## config.mk

```make
export PLATFORM = sky130hd
export DESIGN_NAME = accum_datapath
export DESIGN_NICKNAME = d
export VERILOG_FILES = /design/src/rtl/accum_datapath.sv
export SDC_FILE = /design/constraint.sdc
export NUM_CORES = 1
export LEC_CHECK = 0
export ABC_AREA = 1
export CELL_PAD_IN_SITES_DETAIL_PLACEMENT = 0
export CELL_PAD_IN_SITES_GLOBAL_PLACEMENT = 1
export CORE_UTILIZATION = 35
export DETAILED_ROUTE_END_ITERATION = 6
export MAX_ROUTING_LAYER = met4
export PLACE_DENSITY = 0.89
export SETUP_SLACK_MARGIN = 0.15
export SKIP_CTS_REPAIR_TIMING = 1
export SYNTH_ARGS = -nofsm -noshare
export SYNTH_HDL_FRONTEND = slang
export SYNTH_SLANG_ARGS = --single-unit
export TNS_END_PERCENT = 100
```

## constraint.sdc

```tcl
create_clock -name clk -period 3.6 [get_ports clk]
set_clock_uncertainty 0.1 [all_clocks]
set_input_delay 0.9 -clock clk [delete_from_list [all_inputs] [get_ports clk]]
set_output_delay 0.9 -clock clk [all_outputs]
set_load 0.02 [all_outputs]
```

## src/rtl/accum_datapath.sv

```systemverilog
// Accumulator-machine execution core: free-running PC, 8-opcode combinational ALU,
// and independently enabled accumulator and carry-flag registers.

module accum_en_reg #(
  parameter int unsigned WIDTH = 8
) (
  input  logic             clk,
  input  logic             nReset,
  input  logic             ce,
  input  logic [WIDTH-1:0] d,
  output logic [WIDTH-1:0] q
);

  always_ff @(posedge clk) begin
    if (!nReset)
      q <= '0;
    else if (ce)
      q <= d;
  end

endmodule

module accum_datapath #(
  parameter int unsigned DATA_WIDTH = 8,
  parameter int unsigned PC_WIDTH   = 5
) (
  input  logic                  clk,
  input  logic                  nReset,
  input  logic [2:0]            alu_code,
  input  logic [DATA_WIDTH-1:0] r_in,
  input  logic                  a_ce,
  input  logic                  cy_ce,
  output logic [PC_WIDTH-1:0]   pc_addr,
  output logic [DATA_WIDTH-1:0] a_out,
  output logic                  cy_out,
  output logic [DATA_WIDTH-1:0] alu_out,
  output logic                  alu_co
);

  typedef enum logic [2:0] {
    OP_ADD = 3'b000,
    OP_ADC = 3'b001,
    OP_SUB = 3'b010,
    OP_SBB = 3'b011,
    OP_AND = 3'b100,
    OP_OR  = 3'b101,
    OP_XOR = 3'b110,
    OP_LDR = 3'b111
  } alu_op_e;

  logic [PC_WIDTH-1:0]   pc_q;
  logic [DATA_WIDTH:0]   a_ext;
  logic [DATA_WIDTH:0]   r_ext;
  logic [DATA_WIDTH:0]   ci_ext;
  logic [DATA_WIDTH:0]   alu_res;

  always_ff @(posedge clk) begin
    if (!nReset)
      pc_q <= '0;
    else
      pc_q <= pc_q + 1'b1;
  end

  assign pc_addr = pc_q;

  assign a_ext  = {1'b0, a_out};
  assign r_ext  = {1'b0, r_in};
  assign ci_ext = {{DATA_WIDTH{1'b0}}, cy_out};

  // Subtraction at DATA_WIDTH+1 bits leaves the borrow in the top bit.
  always_comb begin
    alu_res = '0;
    case (alu_op_e'(alu_code))
      OP_ADD:  alu_res = a_ext + r_ext;
      OP_ADC:  alu_res = a_ext + r_ext + ci_ext;
      OP_SUB:  alu_res = a_ext - r_ext;
      OP_SBB:  alu_res = a_ext - r_ext - ci_ext;
      OP_AND:  alu_res = {1'b0, a_out & r_in};
      OP_OR:   alu_res = {1'b0, a_out | r_in};
      OP_XOR:  alu_res = {1'b0, a_out ^ r_in};
      OP_LDR:  alu_res = r_ext;
      default: alu_res = '0;
    endcase
  end

  assign alu_out = alu_res[DATA_WIDTH-1:0];
  assign alu_co  = alu_res[DATA_WIDTH];

  accum_en_reg #(.WIDTH(DATA_WIDTH)) u_acc (
    .clk    (clk),
    .nReset (nReset),
    .ce     (a_ce),
    .d      (alu_out),
    .q      (a_out)
  );

  accum_en_reg #(.WIDTH(1)) u_carry (
    .clk    (clk),
    .nReset (nReset),
    .ce     (cy_ce),
    .d      (alu_co),
    .q      (cy_out)
  );

endmodule

```

Word level (Yosys, flattened, before mapping). Cells that the tools add are included.

Flip-flop bits (word level): 14. Input port bits: 15.

Eq/ne operators: 7. Reductions and logical operators: 1. Bitwise gates (word level): 3. $add $sub $neg: 5. Muxes and demuxes: 1.

Operators with widths (count): $pmux 9 s8 (1); $eq 3x3->1 const B (4); $add 8x8->9 (1); $add 9x1->9 (1); $sub 8x8->9 (1); $sub 9x1->9 (1); $and 8x8->8 (1); $or 8x8->8 (1); $xor 8x8->8 (1); $eq 3x2->1 const B (2); $add 5x1->5 const B (1); $eq 3x1->1 const B (1); $logic_not 3->1 (1).

Logic depth before layout (Yosys ltp).
Word-level depth: 3. Depth in mapped cells: 17. Mapped depth without buffers: 17.

Modules after synthesis. From an unflattened synthesis, not the netlist that was laid out.

Cell total of the unflattened synthesis: 408. Area total of the unflattened synthesis: 2381.0 sq um.

Modules (own cells, without submodules): accum_datapath (times used 1, cells an instance 351, area an instance 1983.2 sq um, seq. area each 100.1 sq um); accum_en_reg at u_acc (times used 1, cells an instance 51, area an instance 356.6 sq um, seq. area each 160.2 sq um); accum_en_reg at u_carry (times used 1, cells an instance 6, area an instance 41.3 sq um, seq. area each 20.0 sq um).

Least setup slack after synthesis. No wires, ideal clock.

Path kind: input-to-output. Start: in r_in[0]. End: out alu_co. Buffers on the path: 0. Data arrival time: 2.616 ns. Slack: -0.016 ns. Stages on the path: 13. Cell sequence: ha_1 > inv_1 > fa_1 > inv_1 > ha_1 > inv_1 > nor2_1 > nand3_2 > nor2_4 > nand3_1 > nand2_1 > nand3_1 > nand4_2.

Longest elaborated chain between the ends: 3. Elaborated cells between the ends (all ways): 5. Classes of those cells: 4 x add/sub; 1 x mux.

RTL lines: start, declared (RTL line 30) `input logic [DATA_WIDTH-1:0] r_in,`; $sub 8x8->9 or $add 8x8->9 (tied branches); $sub 9x1->9 or $add 9x1->9 (tied branches) (RTL line 77, 75); $pmux 9 s8 * (RTL line 73) `case (alu_op_e'(alu_code))`; end, declared (RTL line 37) `output logic alu_co`.

Every way passes the cells marked *; elsewhere a longest branch is shown, timed or not.

Worst setup path in the final report.
Start: in r_in[0]. End: out alu_out[6].

Longest elaborated chain between the ends: 3. Elaborated cells between the ends (all ways): 5. Classes of those cells: 4 x add/sub; 1 x mux.

RTL lines: $sub 8x8->9 or $add 8x8->9 (tied branches); $sub 9x1->9 or $add 9x1->9 (tied branches) (RTL line 77, 75); $pmux 9 s8 * (RTL line 73); end, declared (RTL line 36) `output logic [DATA_WIDTH-1:0] alu_out,`.

Marks and branches as above.

==> impl_results.md <==
- Outcome: complete, but fails checks
- Failing checks: setup timing
- Via count: 2,927
- Max incr delay on CP: 0.60 ns
- Post-Route Utilization: 0.5961
- Psw: 495.6 uW
- Routed wire length per instance: 14.85 um
- Buf/Inv on CP: 4
- Power Internal: 588.3 uW
- Worst skew pair latency: 0.25 ns
- CTS Root Cell: clkbuf_8
- Crit path max-delay family: adder cells
- Clock buffer depth: 2
- Area Overhead vs Synth: 63.20%
- Pin count of the biggest net entering global routing: 11
- Syn Nets: 412
- Share of cells above drive strength 1: 0.4426
- CTS clock-pin slew for the worst setup and hold paths: 0.07 ns
- Mean post-synth cell area: 6.410 sq um
- Max_slew headroom: 0.7342
- Initial DRC Count: 186
- Logic pwr share: 0.686
- Crit start category: primary input
- Unrepaired setup endpoints after global routing: yes
- Final cell count without fillers: 565
- Final nets: 535
- Initial antenna violation count: 0
- Total grt overflow: 0
- Synth Instances: 366
- Die Wd: 83.87 um
- Hold Fails Final Rpt: 0
- CTS tree: built
- Detail Route Antenna Nets: 0
- Slew Limit Fails: 0
- Final WS setup: -0.2323 ns
- Port bufs: 37
- Crit end category: output port
- Ant diodes: 0
- Clk sinks: 14
- Setup CP Type: primary input to output port
- CP max stage cell: fa_2
- Fmax achieved: 260.9 MHz
- Synth cell types: 44
- Sequential Power Share: 0.163
- I/O Pins: 38
- Fin crit period: 3.832 ns
- Critical path, cell by cell: buf_8 -> ha_4 -> fa_2 -> ha_4 -> inv_2 -> nor2_4 -> nand3_4 -> nor2_4 -> nand3_1 -> nand3_1 -> nand3b_1 -> nand2_1 -> inv_2 -> buf_6
- DRC: 0
- Sw Share: 0.4573
- Pwr/cell area: 283.1 nW/um^2
- # Max-Cap Violations: 0
- Setup Viol. Count Final: 7
- Post-synthesis async set-or-reset flop share: 0
- Worst vdd ir: 0.2520 mV
- DRT Pass-1 Iters: 5
- Yosys warning total: 0
- Post-synth EDFFs: 0
- Starting Density: 0.3653
- Inst Count DP: 553
- TritonCTS buffer count: 3
- Placed wire-length estimate: 6.638 mm
- Lkg Pwr: 0.001919 uW
- Core ar.: 6422 sq um
- TNS Setup: -1.071 ns
- GRT Util Overall: 0.2364
- Final WL: 8.390 mm
- DIE AREA: 7034 sq um
- Synth Register Bits: 14
- Most used flip-flop cell after synthesis: dfxtp_1
- Vias in the first global route: 2,725
- First-pass GRT wire length: 12.87 mm
- Drt via density: 5.181
- Fin area: 3829 sq um
- Critical path peak fanout: 3
- Min-Delay Path Class: flop to flop
- DP Area: 3440 sq um
- Worst EP arrival: 2.83 ns
- Seq/Total Area, Yosys: 0.1195
- CTS H-Tree Depth: 1
- WP data required: 2.60 ns
- GP Congestion: 0.9395
- Chip Height: 83.87 um
- Syn Std Cell Area: 2346 sq um
- Period utilization: 1.065
- FP Rows: 29
- Clock power share: 0.152
- Actual slew at the worst max-slew pin: 0.3975 ns
## cell usage after synthesis (3+ instances only)
library cell,instances,share of area
a211oi_1,6,0.019
o22ai_1,9,0.024
nand2_2,8,0.021
nor2_4,3,0.014
inv_2,5,0.0080
o21ai_0,18,0.038
buf_2,4,0.0085
nor2_1,19,0.030
dfxtp_1,14,0.12
nand2_4,3,0.014
nand2_1,74,0.12
a21oi_1,17,0.036
nor2_2,7,0.019
ha_1,29,0.15
nand3_1,33,0.070
inv_1,71,0.11
nand3_2,5,0.021
nand4_1,8,0.021
## layer usage
metal | vias to the layer above | routed length [um] | global-route usage
met5 | - | 0 | -
met4 | 0 | 173 | 0.06113
met3 | 20 | 435 | 0.02374
met2 | 118 | 4086 | 0.4113
met1 | 1338 | 3694 | 0.2919
li1 | 1451 | - | -
## cell type report
cell class,count,area [sq um]
Fill cell,557,2594
Multi-Input combinational cell,270,2068
Timing Repair Buffer,124,1039
Inverter,76,290.3
Sequential cell,14,280.3
Tap cell,77,96.34
Clock buffer,4,55.05
## worst reg2reg max path, stage by stage (launching register included)
cell and delay, ns:
dfxtp_1 0.31, buf_4 0.14, ha_4 0.16, inv_2 0.06, fa_2 0.46, inv_2 0.09, ha_4 0.13, inv_4 0.04
nor2_4 0.11, nand3_2 0.11, nor2_4 0.14, nand4_1 0.13, nand3_2 0.11, nand4_4 0.09, buf_4 0.15, nor2_2 0.08
nor2_2 0.03
## registers in the layout, indices dropped and copies added (netlist names)
signal	flops
u_acc.q	8
pc_addr	5
u_carry.q	1
## power groups by stage
stage                     Combinational, uW  Sequential [uW]  Clock, uW
after floorplan                         344              196          0
after global placement                  635              179          0
after detailed placement                646              180          0
after CTS                               652              176        166
after global routing                    799              178        173
final                                   743              176        165
## cells by family after synthesis
kind of cell	count (synthesis)	synth area share
xor gates and xnor gates	3	0.01440
adders and majority gates	31	0.1717
DFF	14	0.1195
and+or+nand+nor	170	0.3765
buffers and inverters	82	0.1365
AOI/OAI and AO/OA	66	0.1813
## cells in the final DEF (no fill, tap or decap), types with 13 or more instances in the layout
cell / n
inv_1: 51
nand3_1: 28
buf_4: 84
ha_1: 15
nor2_1: 15
dfxtp_1: 14
o21ai_0: 13
nand2_1: 60
clkdlybuf4s50_1: 18
inv_2: 23
nand2_2: 22
## final timing paths
kind	startpoint	slack [ns]	depth (start not counted)	end
max	r_in[0]	-0.23	14	alu_out[6]
min	pc_addr[0]$_SDFF_PN0_	0.38	1	pc_addr[0]$_SDFF_PN0_
max reg2reg	u_acc.q[0]$_SDFFE_PN0P_	1.07	16	u_carry.q$_SDFFE_PN0P_
min reg2reg	pc_addr[0]$_SDFF_PN0_	0.38	1	pc_addr[0]$_SDFF_PN0_
## stage by stage
| step | total power, uW | hold WS, ns | setup slack (ns) |
|---|---|---|---|
| floorplan | 540.8 | 0.4185 | 0.1024 |
| global placement | 814.5 | 0.3497 | -1.172 |
| detailed placement | 826.1 | 0.3614 | -1.248 |
| CTS | 993.7 | 0.3811 | -1.259 |
| global route | 1151 | 0.4318 | -0.3064 |
| finish | 1084 | 0.3800 | -0.2323 |
Power figures use the tool's default switching activity.
==> RTL change, RTL diff (same settings) <==
Set the parameter `PC_WIDTH` to 10 (it was 5).
--- a/src/rtl/accum_datapath.sv
+++ b/src/rtl/accum_datapath.sv
@@ -22,7 +22,7 @@
 
 module accum_datapath #(
   parameter int unsigned DATA_WIDTH = 8,
-  parameter int unsigned PC_WIDTH   = 5
+  parameter int unsigned PC_WIDTH   = 10
 ) (
   input  logic                  clk,
   input  logic                  nReset,
Interface: changed (resized pc_addr); port bits go from 38 to 43. No check against the original RTL was run, so the function may have changed too.
==> RTL change against the unedited design <==
- the flow still finishes with violations (negative setup slack)
- worst setup slack lost 0.038 ns
- sequential cell count grew 5
- combinational power grew 7.7%
- highest routed layer unchanged
- total power grew 9.2%
- final area grew 11%
- first-iteration DRC count grew 12%
- wire length grew 9.4%
- area after synthesis grew 5.8%
==> RTL change: results (changes against the unedited design) <==
----------------------------------------------------
[Run status]
  Status ... finished, violations left
  Violations in the final reports ... negative setup slack

[GRT]
  Met1 usage ... 29.9% (+0.67 points)
  Met2 capacity usage during global routing ... 40.5% (-0.58 points)
  Pin count of the biggest net entering global routing ... 14 (+3)

[Power and ir drop]
  Comb power frac ... 67.6% (-1.0 points)
  Standby leakage power ... 2.02 nW (+5.2%)
  Flop+latch power ... 231 µW (+31%)
  Peak VDD IR ... 0.000250 V (-0.73%)

[Placed design]
  Detailed placement HPWL ... 6790 µm (+2.3%)
  Gp weighted congestion ... 0.963 (+2.5%)
  Placed insts ... 628 (+14%)
  Area after detailed placement ... 3730 µm² (+8.5%)
  Dpl ws ... -1.27 ns (-0.0203 ns)

[Cells and area]
  Share of post-route cells with drive strength above 1 ... 43.8% (-0.49 points)
  Multi-input gates ... 297 (+10%)
  NumNets Final ... 593 (+11%)
  Flip-flop and latch share of the layout cell area ... 8.95% (+1.6 points)
  Flip-flop count of the largest register, all copies and words added ... 10 (+2)
  Area of combinational cells with multiple inputs ... 2190 µm² (+5.7%)
  Utilization of the core after routing ... 62.2% (+2.6 points)
  Fill cell instance count of the final layout ... 619 (+11%)

[Setup path]
  Slowest Stage Delay on Critical Path ... 0.42 ns (-0.18 ns)
  Setup slack, reg-to-reg ... 0.96 ns (-0.11 ns)
  CP Capture Point ... alu_out[3]
  Reg2reg end ... u_acc.q[6]

[STA]
  # setup viols final ... 7 (unchanged)
  Actual transition at the worst max-transition pin ... 0.585 ns (+0.188 ns)
  Final worst setup slack ... -0.271 ns (-0.0382 ns)

[Synthesis]
  Synth cell types ... 36 (-18%)
  Cell types with the largest area share after synthesis ... dfxtp_1 (15%), ha_1 (15%), nand2_1 (13%), inv_1 (11%), nand3_1 (6.9%)
  Top cells by count, synth ... nand2_1 (84), inv_1 (75), nand3_1 (34)

[Route]
  Wire length on met3 ... 573 µm (+32%)
  Average wire per standard cell ... 14.3 µm (-3.7%)

[Clock network]
  CTS sink cnt ... 19 (+5)

[Floorplanning]
  Number of tapcells ... 96 (+25%)

----------------------------------------------------
## RTL change: cell types whose count changed after synthesis, sizes merged, moves of 3 or more
cell / change
o21ai: +9
nor2: +7
nor3: +6
dfxtp: +5
inv: +5
nand3b: +3
o22ai: +3
## RTL change: worst min path at each step
| stage | end | cells after the start | slack (ns) | startpoint |
|---|---|---|---|---|
| 6_report | pc_addr[0] | 1 | 0.37 | pc_addr[0] |
| 5_1_grt | pc_addr[0] | 1 | 0.41 | pc_addr[0] |
| 4_1_cts | pc_addr[0] | 1 | 0.37 | pc_addr[0] |
| 3_5_place_dp | pc_addr[0] | 1 | 0.36 | pc_addr[0] |
| 3_3_place_gp | pc_addr[0] | 1 | 0.35 | pc_addr[0] |
| 2_1_floorplan | pc_addr[0] | 1 | 0.42 | pc_addr[0] |
## RTL change: kinds of logic after synthesis
family          Yosys count  synth area share, %
simple gates            190                 36.2
buf+inv                  88                 14.4
compound gates           73                 16.8
fa+ha+maj                31                 16.2
flops                    19                 15.3
xor+xnor                  3                 1.06
